==> src/rtl/shared_mem_arbiter.sv <==
// Arbiter that shares one single-port memory between NCORES cores, one transaction at a time.
// Optional ARB_FIXED_PRIO_EN: lowest-index request wins instead of round-robin.
module shared_mem_arbiter #(
    parameter int NCORES  = 4,
    parameter int ADDR_W  = 8,
    parameter int DATA_W  = 8,
    parameter int MEM_LAT = 2
) (
    input  logic                     clk,
    input  logic                     resetARB,
    input  logic [NCORES-1:0]        req,
    input  logic [NCORES-1:0]        we,
    input  logic [NCORES*ADDR_W-1:0] addr,
    input  logic [NCORES*DATA_W-1:0] wdata,
    output logic [NCORES-1:0]        gnt,
    output logic [NCORES-1:0]        done,
    output logic [DATA_W-1:0]        rdata,
    output logic                     busy,
    output logic                     mem_en,
    output logic                     mem_we,
    output logic [ADDR_W-1:0]        mem_addr,
    output logic [DATA_W-1:0]        mem_wdata,
    input  logic [DATA_W-1:0]        mem_rdata
);

    localparam int IDX_W = (NCORES > 1) ? $clog2(NCORES) : 1;
    localparam int LAT_W = $clog2(MEM_LAT) + 1;

    typedef enum logic [1:0] {
        S_IDLE  = 2'd0,
        S_ISSUE = 2'd1,
        S_WAIT  = 2'd2,
        S_RESP  = 2'd3
    } state_e;

    state_e              state_q, state_d;
    logic [IDX_W-1:0]    win_q, win_d;
    logic                we_lat_q, we_lat_d;
    logic [ADDR_W-1:0]   addr_lat_q, addr_lat_d;
    logic [DATA_W-1:0]   wdata_lat_q, wdata_lat_d;
    logic [LAT_W-1:0]    lat_cnt_q, lat_cnt_d;
    logic [NCORES-1:0]   gnt_q, gnt_d;
    logic [NCORES-1:0]   done_q, done_d;
    logic [DATA_W-1:0]   rdata_q, rdata_d;
    logic                busy_q, busy_d;
    logic                mem_en_q, mem_en_d;
    logic                mem_we_q, mem_we_d;
    logic [ADDR_W-1:0]   mem_addr_q, mem_addr_d;
    logic [DATA_W-1:0]   mem_wdata_q, mem_wdata_d;
`ifndef ARB_FIXED_PRIO_EN
    logic [IDX_W-1:0]    rr_ptr_q, rr_ptr_d;
`endif

    logic [IDX_W-1:0]    win_sel_s;
    logic                any_req_s;

    function automatic logic [NCORES-1:0] one_hot(input logic [IDX_W-1:0] idx);
        one_hot = {{(NCORES-1){1'b0}}, 1'b1} << idx;
    endfunction

    // Winner selection; scanning downward lets the first candidate in priority order win.
    always_comb begin
        any_req_s = |req;
        win_sel_s = {IDX_W{1'b0}};
`ifdef ARB_FIXED_PRIO_EN
        for (int i = NCORES - 1; i >= 0; i--) begin
            win_sel_s = req[i] ? IDX_W'(i) : win_sel_s;
        end
`else
        for (int i = NCORES - 1; i >= 0; i--) begin
            int idx_v;
            idx_v = int'(rr_ptr_q) + i;
            idx_v = (idx_v >= NCORES) ? (idx_v - NCORES) : idx_v;
            win_sel_s = req[idx_v] ? IDX_W'(idx_v) : win_sel_s;
        end
`endif
    end

    // Transaction sequencer next-state and registered-output computation.
    always_comb begin
        state_d     = state_q;
        win_d       = win_q;
        we_lat_d    = we_lat_q;
        addr_lat_d  = addr_lat_q;
        wdata_lat_d = wdata_lat_q;
        lat_cnt_d   = lat_cnt_q;
        gnt_d       = gnt_q;
        done_d      = done_q;
        rdata_d     = rdata_q;
        busy_d      = busy_q;
        mem_en_d    = mem_en_q;
        mem_we_d    = mem_we_q;
        mem_addr_d  = mem_addr_q;
        mem_wdata_d = mem_wdata_q;
`ifndef ARB_FIXED_PRIO_EN
        rr_ptr_d    = rr_ptr_q;
`endif
        case (state_q)
            S_IDLE: begin
                if (any_req_s) begin
                    win_d       = win_sel_s;
                    we_lat_d    = we[win_sel_s];
                    addr_lat_d  = addr[int'(win_sel_s)*ADDR_W +: ADDR_W];
                    wdata_lat_d = wdata[int'(win_sel_s)*DATA_W +: DATA_W];
                    gnt_d       = one_hot(win_sel_s);
                    busy_d      = 1'b1;
                    state_d     = S_ISSUE;
                end else begin
                    state_d     = S_IDLE;
                end
            end
            S_ISSUE: begin
                mem_en_d    = 1'b1;
                mem_we_d    = we_lat_q;
                mem_addr_d  = addr_lat_q;
                mem_wdata_d = wdata_lat_q;
                // Counts every edge from the memory's sampling edge up to the data-valid edge.
                lat_cnt_d   = LAT_W'(MEM_LAT);
                state_d     = S_WAIT;
            end
            S_WAIT: begin
                mem_en_d = 1'b0;
                mem_we_d = 1'b0;
                if (lat_cnt_q != {LAT_W{1'b0}}) begin
                    lat_cnt_d = lat_cnt_q - LAT_W'(1);
                    state_d   = S_WAIT;
                end else begin
                    if (!we_lat_q) begin
                        rdata_d = mem_rdata;
                    end else begin
                        rdata_d = rdata_q;
                    end
                    done_d  = one_hot(win_q);
                    gnt_d   = {NCORES{1'b0}};
                    state_d = S_RESP;
                end
            end
            S_RESP: begin
                done_d  = {NCORES{1'b0}};
                busy_d  = 1'b0;
`ifndef ARB_FIXED_PRIO_EN
                rr_ptr_d = (win_q == IDX_W'(NCORES - 1)) ? {IDX_W{1'b0}} : (win_q + IDX_W'(1));
`endif
                state_d = S_IDLE;
            end
            default: begin
                state_d = S_IDLE;
            end
        endcase
    end

    // State and output registers; reset aborts any transaction in flight.
    always_ff @(posedge clk or posedge resetARB) begin
        if (resetARB) begin
            state_q     <= S_IDLE;
            win_q       <= {IDX_W{1'b0}};
            we_lat_q    <= 1'b0;
            addr_lat_q  <= {ADDR_W{1'b0}};
            wdata_lat_q <= {DATA_W{1'b0}};
            lat_cnt_q   <= {LAT_W{1'b0}};
            gnt_q       <= {NCORES{1'b0}};
            done_q      <= {NCORES{1'b0}};
            rdata_q     <= {DATA_W{1'b0}};
            busy_q      <= 1'b0;
            mem_en_q    <= 1'b0;
            mem_we_q    <= 1'b0;
            mem_addr_q  <= {ADDR_W{1'b0}};
            mem_wdata_q <= {DATA_W{1'b0}};
`ifndef ARB_FIXED_PRIO_EN
            rr_ptr_q    <= {IDX_W{1'b0}};
`endif
        end else begin
            state_q     <= state_d;
            win_q       <= win_d;
            we_lat_q    <= we_lat_d;
            addr_lat_q  <= addr_lat_d;
            wdata_lat_q <= wdata_lat_d;
            lat_cnt_q   <= lat_cnt_d;
            gnt_q       <= gnt_d;
            done_q      <= done_d;
            rdata_q     <= rdata_d;
            busy_q      <= busy_d;
            mem_en_q    <= mem_en_d;
            mem_we_q    <= mem_we_d;
            mem_addr_q  <= mem_addr_d;
            mem_wdata_q <= mem_wdata_d;
`ifndef ARB_FIXED_PRIO_EN
            rr_ptr_q    <= rr_ptr_d;
`endif
        end
    end

    assign gnt       = gnt_q;
    assign done      = done_q;
    assign rdata     = rdata_q;
    assign busy      = busy_q;
    assign mem_en    = mem_en_q;
    assign mem_we    = mem_we_q;
    assign mem_addr  = mem_addr_q;
    assign mem_wdata = mem_wdata_q;

endmodule

==> config.mk <==
export PLATFORM = sky130hd
export DESIGN_NAME = shared_mem_arbiter
export DESIGN_NICKNAME = d
export VERILOG_FILES = /design/src/rtl/shared_mem_arbiter.sv
export SDC_FILE = /design/constraint.sdc
export NUM_CORES = 1
export LEC_CHECK = 0
export BUFFER_PORTS_ARGS = -buffer_cell sky130_fd_sc_hd__clkbuf_2
export CELL_PAD_IN_SITES_DETAIL_PLACEMENT = 1
export CELL_PAD_IN_SITES_GLOBAL_PLACEMENT = 1
export CORE_AREA = 2 2 92 94
export DETAILED_ROUTE_END_ITERATION = 6
export DIE_AREA = 0 0 94 96
export PLACE_DENSITY = 0.9
export RECOVER_POWER = 25
export SETUP_SLACK_MARGIN = 0.2
export SLEW_MARGIN = 20
export SYNTH_ARGS = -nofsm -noshare
export SYNTH_HDL_FRONTEND = slang
export SYNTH_SLANG_ARGS = --single-unit
==> constraint.sdc <==
create_clock -name clk -period 3.5 [get_ports clk]
set_input_delay 1.05 -clock clk [delete_from_list [all_inputs] [get_ports clk]]
set_output_delay 1.05 -clock clk [all_outputs]
set_load 0.05 [all_outputs]
After elaboration in Yosys (flattened, before gate mapping)
Index checks and enable logic that the tools add are counted.

Bitwise operators: 2. $add $sub $neg: 9. Equality and inequality tests: 7. Order comparisons: 9. Reduce and logical (&&, ||, !) cells: 13. Multiplexer cells: 37. Shift operators: 4.

Operators with widths (count): < comparator 32 x 4 -> 1 bit (second input constant) (4); 2-to-1 mux 32 bit (4); indexed part select 32 x 6 -> 8 bit (2); one-hot mux 4 bit (2 select lines) (2); 2-to-1 mux 1 bit (12); 2-to-1 mux 2 bit (6); 2-to-1 mux 4 bit (3); subtractor 3 x 3 -> 4 bit (second input constant) (3); binary-select mux 1 bit (select 2 bit) (5); nonzero test 2 bit (5); >= comparator 3 bit (second input constant) (3); one-hot mux 2 bit (4 select lines) (1); AND reduction 2 bit (4); left shift 1 x 2 -> 4 bit (first input constant) (2); adder 2 x 2 -> 3 bit (second input constant) (2); equality test 2 bit (second input constant) (3); inequality test 2 bit (second input constant) (3); one-hot mux 1 bit (2 select lines) (3); AND reduction 3 bit (2); one-hot mux 2 bit (2 select lines) (1); OR reduction 4 bit (1); subtractor 2 x 3 -> 4 bit (second input constant) (1); adder 2 x 1 -> 3 bit (second input constant) (1); >= comparator 2 x 3 -> 1 bit (second input constant) (1); other kinds (6) (7).

Bits in registers: 60. Word-level logic and storage cells: 96. Bits of input ports: 82.

Longest topological paths before layout
Word-level depth: 13. Depth in mapped cells: 8. Mapped depth without buffers: 6.

Least setup slack after synthesis
Ideal clock, no wire load.

Kind: input port to flip-flop. Start: input req[0]. End: register addr_lat_q[0]. Required time: 3.370 ns. Stages on the path: 8. Buffers on the path: 3. Arrival time: 2.294 ns. Setup slack: 1.076 ns. Cells stage by stage: buf_6 > nor2b_4 > a211o_1 > a21oi_2 > buf_6 > buf_12 > mux2i_1 > o22ai_2.

Cells in the longest elaborated chain, start to end: 8. Elaborated cells on any way between the ends: 19. Those cells by class: 1 x shift; 16 x mux; 2 x reduce/logical.

Ends and longest elaborated chain: start: declaration (RTL line 11) `input logic [NCORES-1:0] req,`; binary-select mux 1 bit (select 2 bit) (RTL line 74) `win_sel_s = req[idx_v] ? IDX_W'(idx_v) : win_sel_s;`; 2-to-1 mux 1 bit (implied by the code) (2 in a row) (RTL line 74); 2-to-1 mux 2 bit (4 in a row) (RTL line 74); indexed part select 32 x 6 -> 8 bit (RTL line 103) `addr_lat_d = addr[int'(win_sel_s)*ADDR_W +: ADDR_W];`; end signal: assignment (RTL line 158) `addr_lat_q <= {ADDR_W{1'b0}};`; end signal: assignment (RTL line 176) `addr_lat_q <= addr_lat_d;`; end: declaration (RTL line 39) `logic [ADDR_W-1:0] addr_lat_q, addr_lat_d;`.

Several ways; a longest one is shown, not always the timed one. The select of a mux whose other input is x is not followed. A chain may end at the register's enable or synchronous reset.

Worst setup path after layout
Start: input req[1]. End: register addr_lat_q[1].

The elaborated chain is that of the path after synthesis.

==> metrics.md <==
| Metric | Value |
|---|---|
| Worst Skew | `0.00941 ns` |
| Most common cell after layout, fill and taps aside | `clkbuf_2` |
| RSZ-0062 raised after global routing | `false` |
| Place WS | `0.808 ns` |
| Ordered cell list for the critical path | `clkbuf_2 > nor4_4 > nand2b_1 > buf_4 > a221oi_1 > o22ai_2` |
| YS warnings | `0` |
| Fin crit share | `between 60% and 70%` |
| Clock sink count | `60` |
| Port buffer count | `116` |
| Setup ws final | `1.15 ns` |
| GR Overflow Total | `0` |
| R2r setup slk | `1.51 ns` |
| Initial core utilization | `38.9%` |
| Detailed-route via count | `roughly 2.8k` |
| Worst slew margin | `25.3%` |
| Final setup viols | `0` |
| Drt via density | `5.47` |
| Post-Route WL | `8.76 mm` |
| Final net count | `487` |
| Worst Setup End Kind | `flip-flop` |
| Worst path depth | `6` |
| Fin. Hold Viols | `0` |
| Register bit total from synthesis | `60` |
| Largest net degree at the start of global routing | `46` |
| Final-report max-slew violation count | `0` |
| All-Layer GR Usage | `~20%` |
| CP delay by family, top | `simple AND/OR/NAND/NOR gates` |
| Initial antenna violation count | `0` |
| Yosys top cell area share | `around 48%` |
| Most frequent cells in the layout | `clkbuf_2 (117), dfrtp_1 (60), nor2_1 (26)` |
| Final GP Congestion | `0.817` |
| Setup CP Type | `input port to flip-flop` |
| Final TNS setup | `0 ns` |
| Worst R2R End | `addr_lat_q[2]` |
| DRT iter0 DRCs | `108` |
| Syn Area/Cell | `11.0 µm²` |
| Slew of the pin with the lowest slew margin | `1.12 ns` |
| Outcome | `complete, no violations` |
| Full die area | `9020 µm²` |
| CTS tree | `yes` |
| Reg2Reg Depth | `5` |
| Mapped Area | `around 3100 µm²` |
| Vias in the first global route | `2859` |
| Layout cell share with drive strength beyond 1 | `between 40% and 50%` |
| Post-DRT Antenna Nets | `0` |
| P&R area growth vs syn | `26.6%` |
| Max incr delay on CP | `about 0.47 ns` |
| Clock transition at the registers of the reported paths | `around 0.07 ns` |
| Critical path data required time | `around 3.8 ns` |
| FMAX | `425 MHz` |
| Layout Utilization | `49.3%` |
| Worst setup path endpoint | `addr_lat_q[1]` |
| CTS Hold Buffers Added | `0` |
| DP HPWL | `6.60 mm` |
| R2R Path Start | `rr_ptr_q[0]` |
| Syn Inst Count | `285` |
| Max FO, Critical Path | `11` |
| Post_cts resized | `0` |
| CP Launch Type | `input port` |
| Critical Path Start | `req[1]` |
| Core ar. | `8050 µm²` |
| Post-synth top area cell | `dfrtp_1` |
| Wire per inst | `17.3 µm` |
| Seq/Total Area, Yosys | `47.9%` |
| Antenna cell count | `0` |
| # rows | `33` |
| Worst Path Arrival | `2.60 ns` |
| Peak supply drop | `between 0.3 and 0.4 mV` |
| Num CTS Buffers | `9` |
| Synth Net Count | `376` |
| Clock buffer depth | `2` |
| Top cells by area, synth | `dfrtp_1 (48%), mux2_2 (9.0%), mux2i_1 (5.4%)` |
| CP Buf/Inv Count | `2` |
| MaxCap Viol Count | `0` |
| Io pins | `117` |
| TritonRoute pass-1 iters | `5` |
| Crit path time final | `2.35 ns` |
| Count of different cell masters after synthesis | `36` |
| Worst-Skew Late Latency | `0.33 ns` |
| Power Density | `1050 nW/µm²` |
| CP max stage cell | `nand2b_1` |
| First-pass GRT wire length | `13.6 mm` |
| Post-route DRC | `0` |
| Worst hold-check path type | `flip-flop to flip-flop` |
| Chip width | `94 µm` |
| Root Driver | `clkbuf_8` |
| CTS H-tree depth | `3` |
| Die height | `96 µm` |
| Lkg Pwr | `about 1.9 nW` |
| Total setup buffers inserted after CTS | `0` |
kinds of logic after synthesis:
group | share of synthesized area, %
and+or+nand+nor | 8.18
adders and majority gates | 3.59
DFF | 47.9
muxes | 14.4
AOI/OAI and AO/OA | 20.6
buffers and inverters | 5.35
per-stage QoR:
stage / std cells / power (mW) / area, µm² / hold WS (ns)
3_3_place_gp: 490 / 3.45 / 3770 / 0.485
6_report: 506 / 4.18 / 3970 / 0.509
2_1_floorplan: 285 / 3.00 / 3130 / 0.497
3_5_place_dp: 490 / 3.57 / 3770 / 0.495
5_1_grt: 506 / 4.45 / 3970 / 0.524
4_1_cts: 506 / 4.22 / 3970 / 0.512
Yosys cell counts:
library cell,count
o22ai_2,9
clkbuf_1,7
o22ai_1,11
and3_1,4
nand2_1,9
buf_6,2
buf_12,1
a211o_1,2
ha_1,9
nand2b_1,4
nor2b_4,1
o21ai_2,1
or2_2,1
a22o_1,3
o221a_2,2
a221oi_1,17
o22a_1,1
o21ai_1,5
nor2_1,26
a21oi_1,11
mux2i_1,17
mux2_2,25
o211a_1,1
a32o_1,1
nor2b_1,1
o21ai_0,23
a31oi_1,1
dfrtp_1,60
buf_1,2
nand3_1,3
a21oi_2,1
nor3b_1,1
inv_1,11
nor4_4,1
nor3_1,1
buf_2,10
power breakdown:
part           leakage, nW  switching, mW  internal [mW]
Clock                0.102          0.271          0.366
Sequential           0.697          0.247           1.03
Combinational         1.09           1.50          0.764
Total                 1.89           2.02           2.16
metal layers:
metal / wire [µm] / track usage [%]
met1: 3480 / 22.5
met3: 451 / 4.07
met2: 4560 / 35.1
met5: 0 / 0
met4: 274 / 9.90
final cells by class:
type / instances / area, µm²
clock buffer: 12 / 155
clock inverter: 4 / 47.5
fill: 931 / 4080
inverter: 11 / 41.3
multi-input combinational: 192 / 1470
sequential: 60 / 1500
tap: 105 / 131
timing repair buffer: 122 / 623
registers in the layout, indices dropped and copies added (netlist names):
| register | cells |
|---|---|
| addr_lat_q | 8 |
| mem_addr | 8 |
| mem_wdata | 8 |
| rdata | 8 |
| wdata_lat_q | 8 |
| done | 4 |
| gnt | 4 |
| lat_cnt_q | 2 |
| rr_ptr_q | 2 |
| state_q | 2 |
| win_q | 2 |
| busy | 1 |
| mem_en | 1 |
| mem_we | 1 |
| we_lat_q | 1 |
worst min-delay path by stage:
stage	start	cells past startpoint	to
detailed placement	rdata[1]	1	rdata[1]
floorplan	addr_lat_q[1]	1	mem_addr[1]
global placement	rdata[0]	1	rdata[0]
global route	rdata[0]	1	rdata[0]
finish	rdata[1]	1	rdata[1]
CTS	rdata[1]	1	rdata[1]
worst reg2reg max path, stage by stage (launching register included):
cell	delay, ns
dfrtp_1	0.52
nand2b_1	0.17
nand3_1	0.10
o21ai_2	0.69
a221oi_1	0.26
o22ai_2	0.19
No activity file was read; power rests on OpenSTA's default activity.
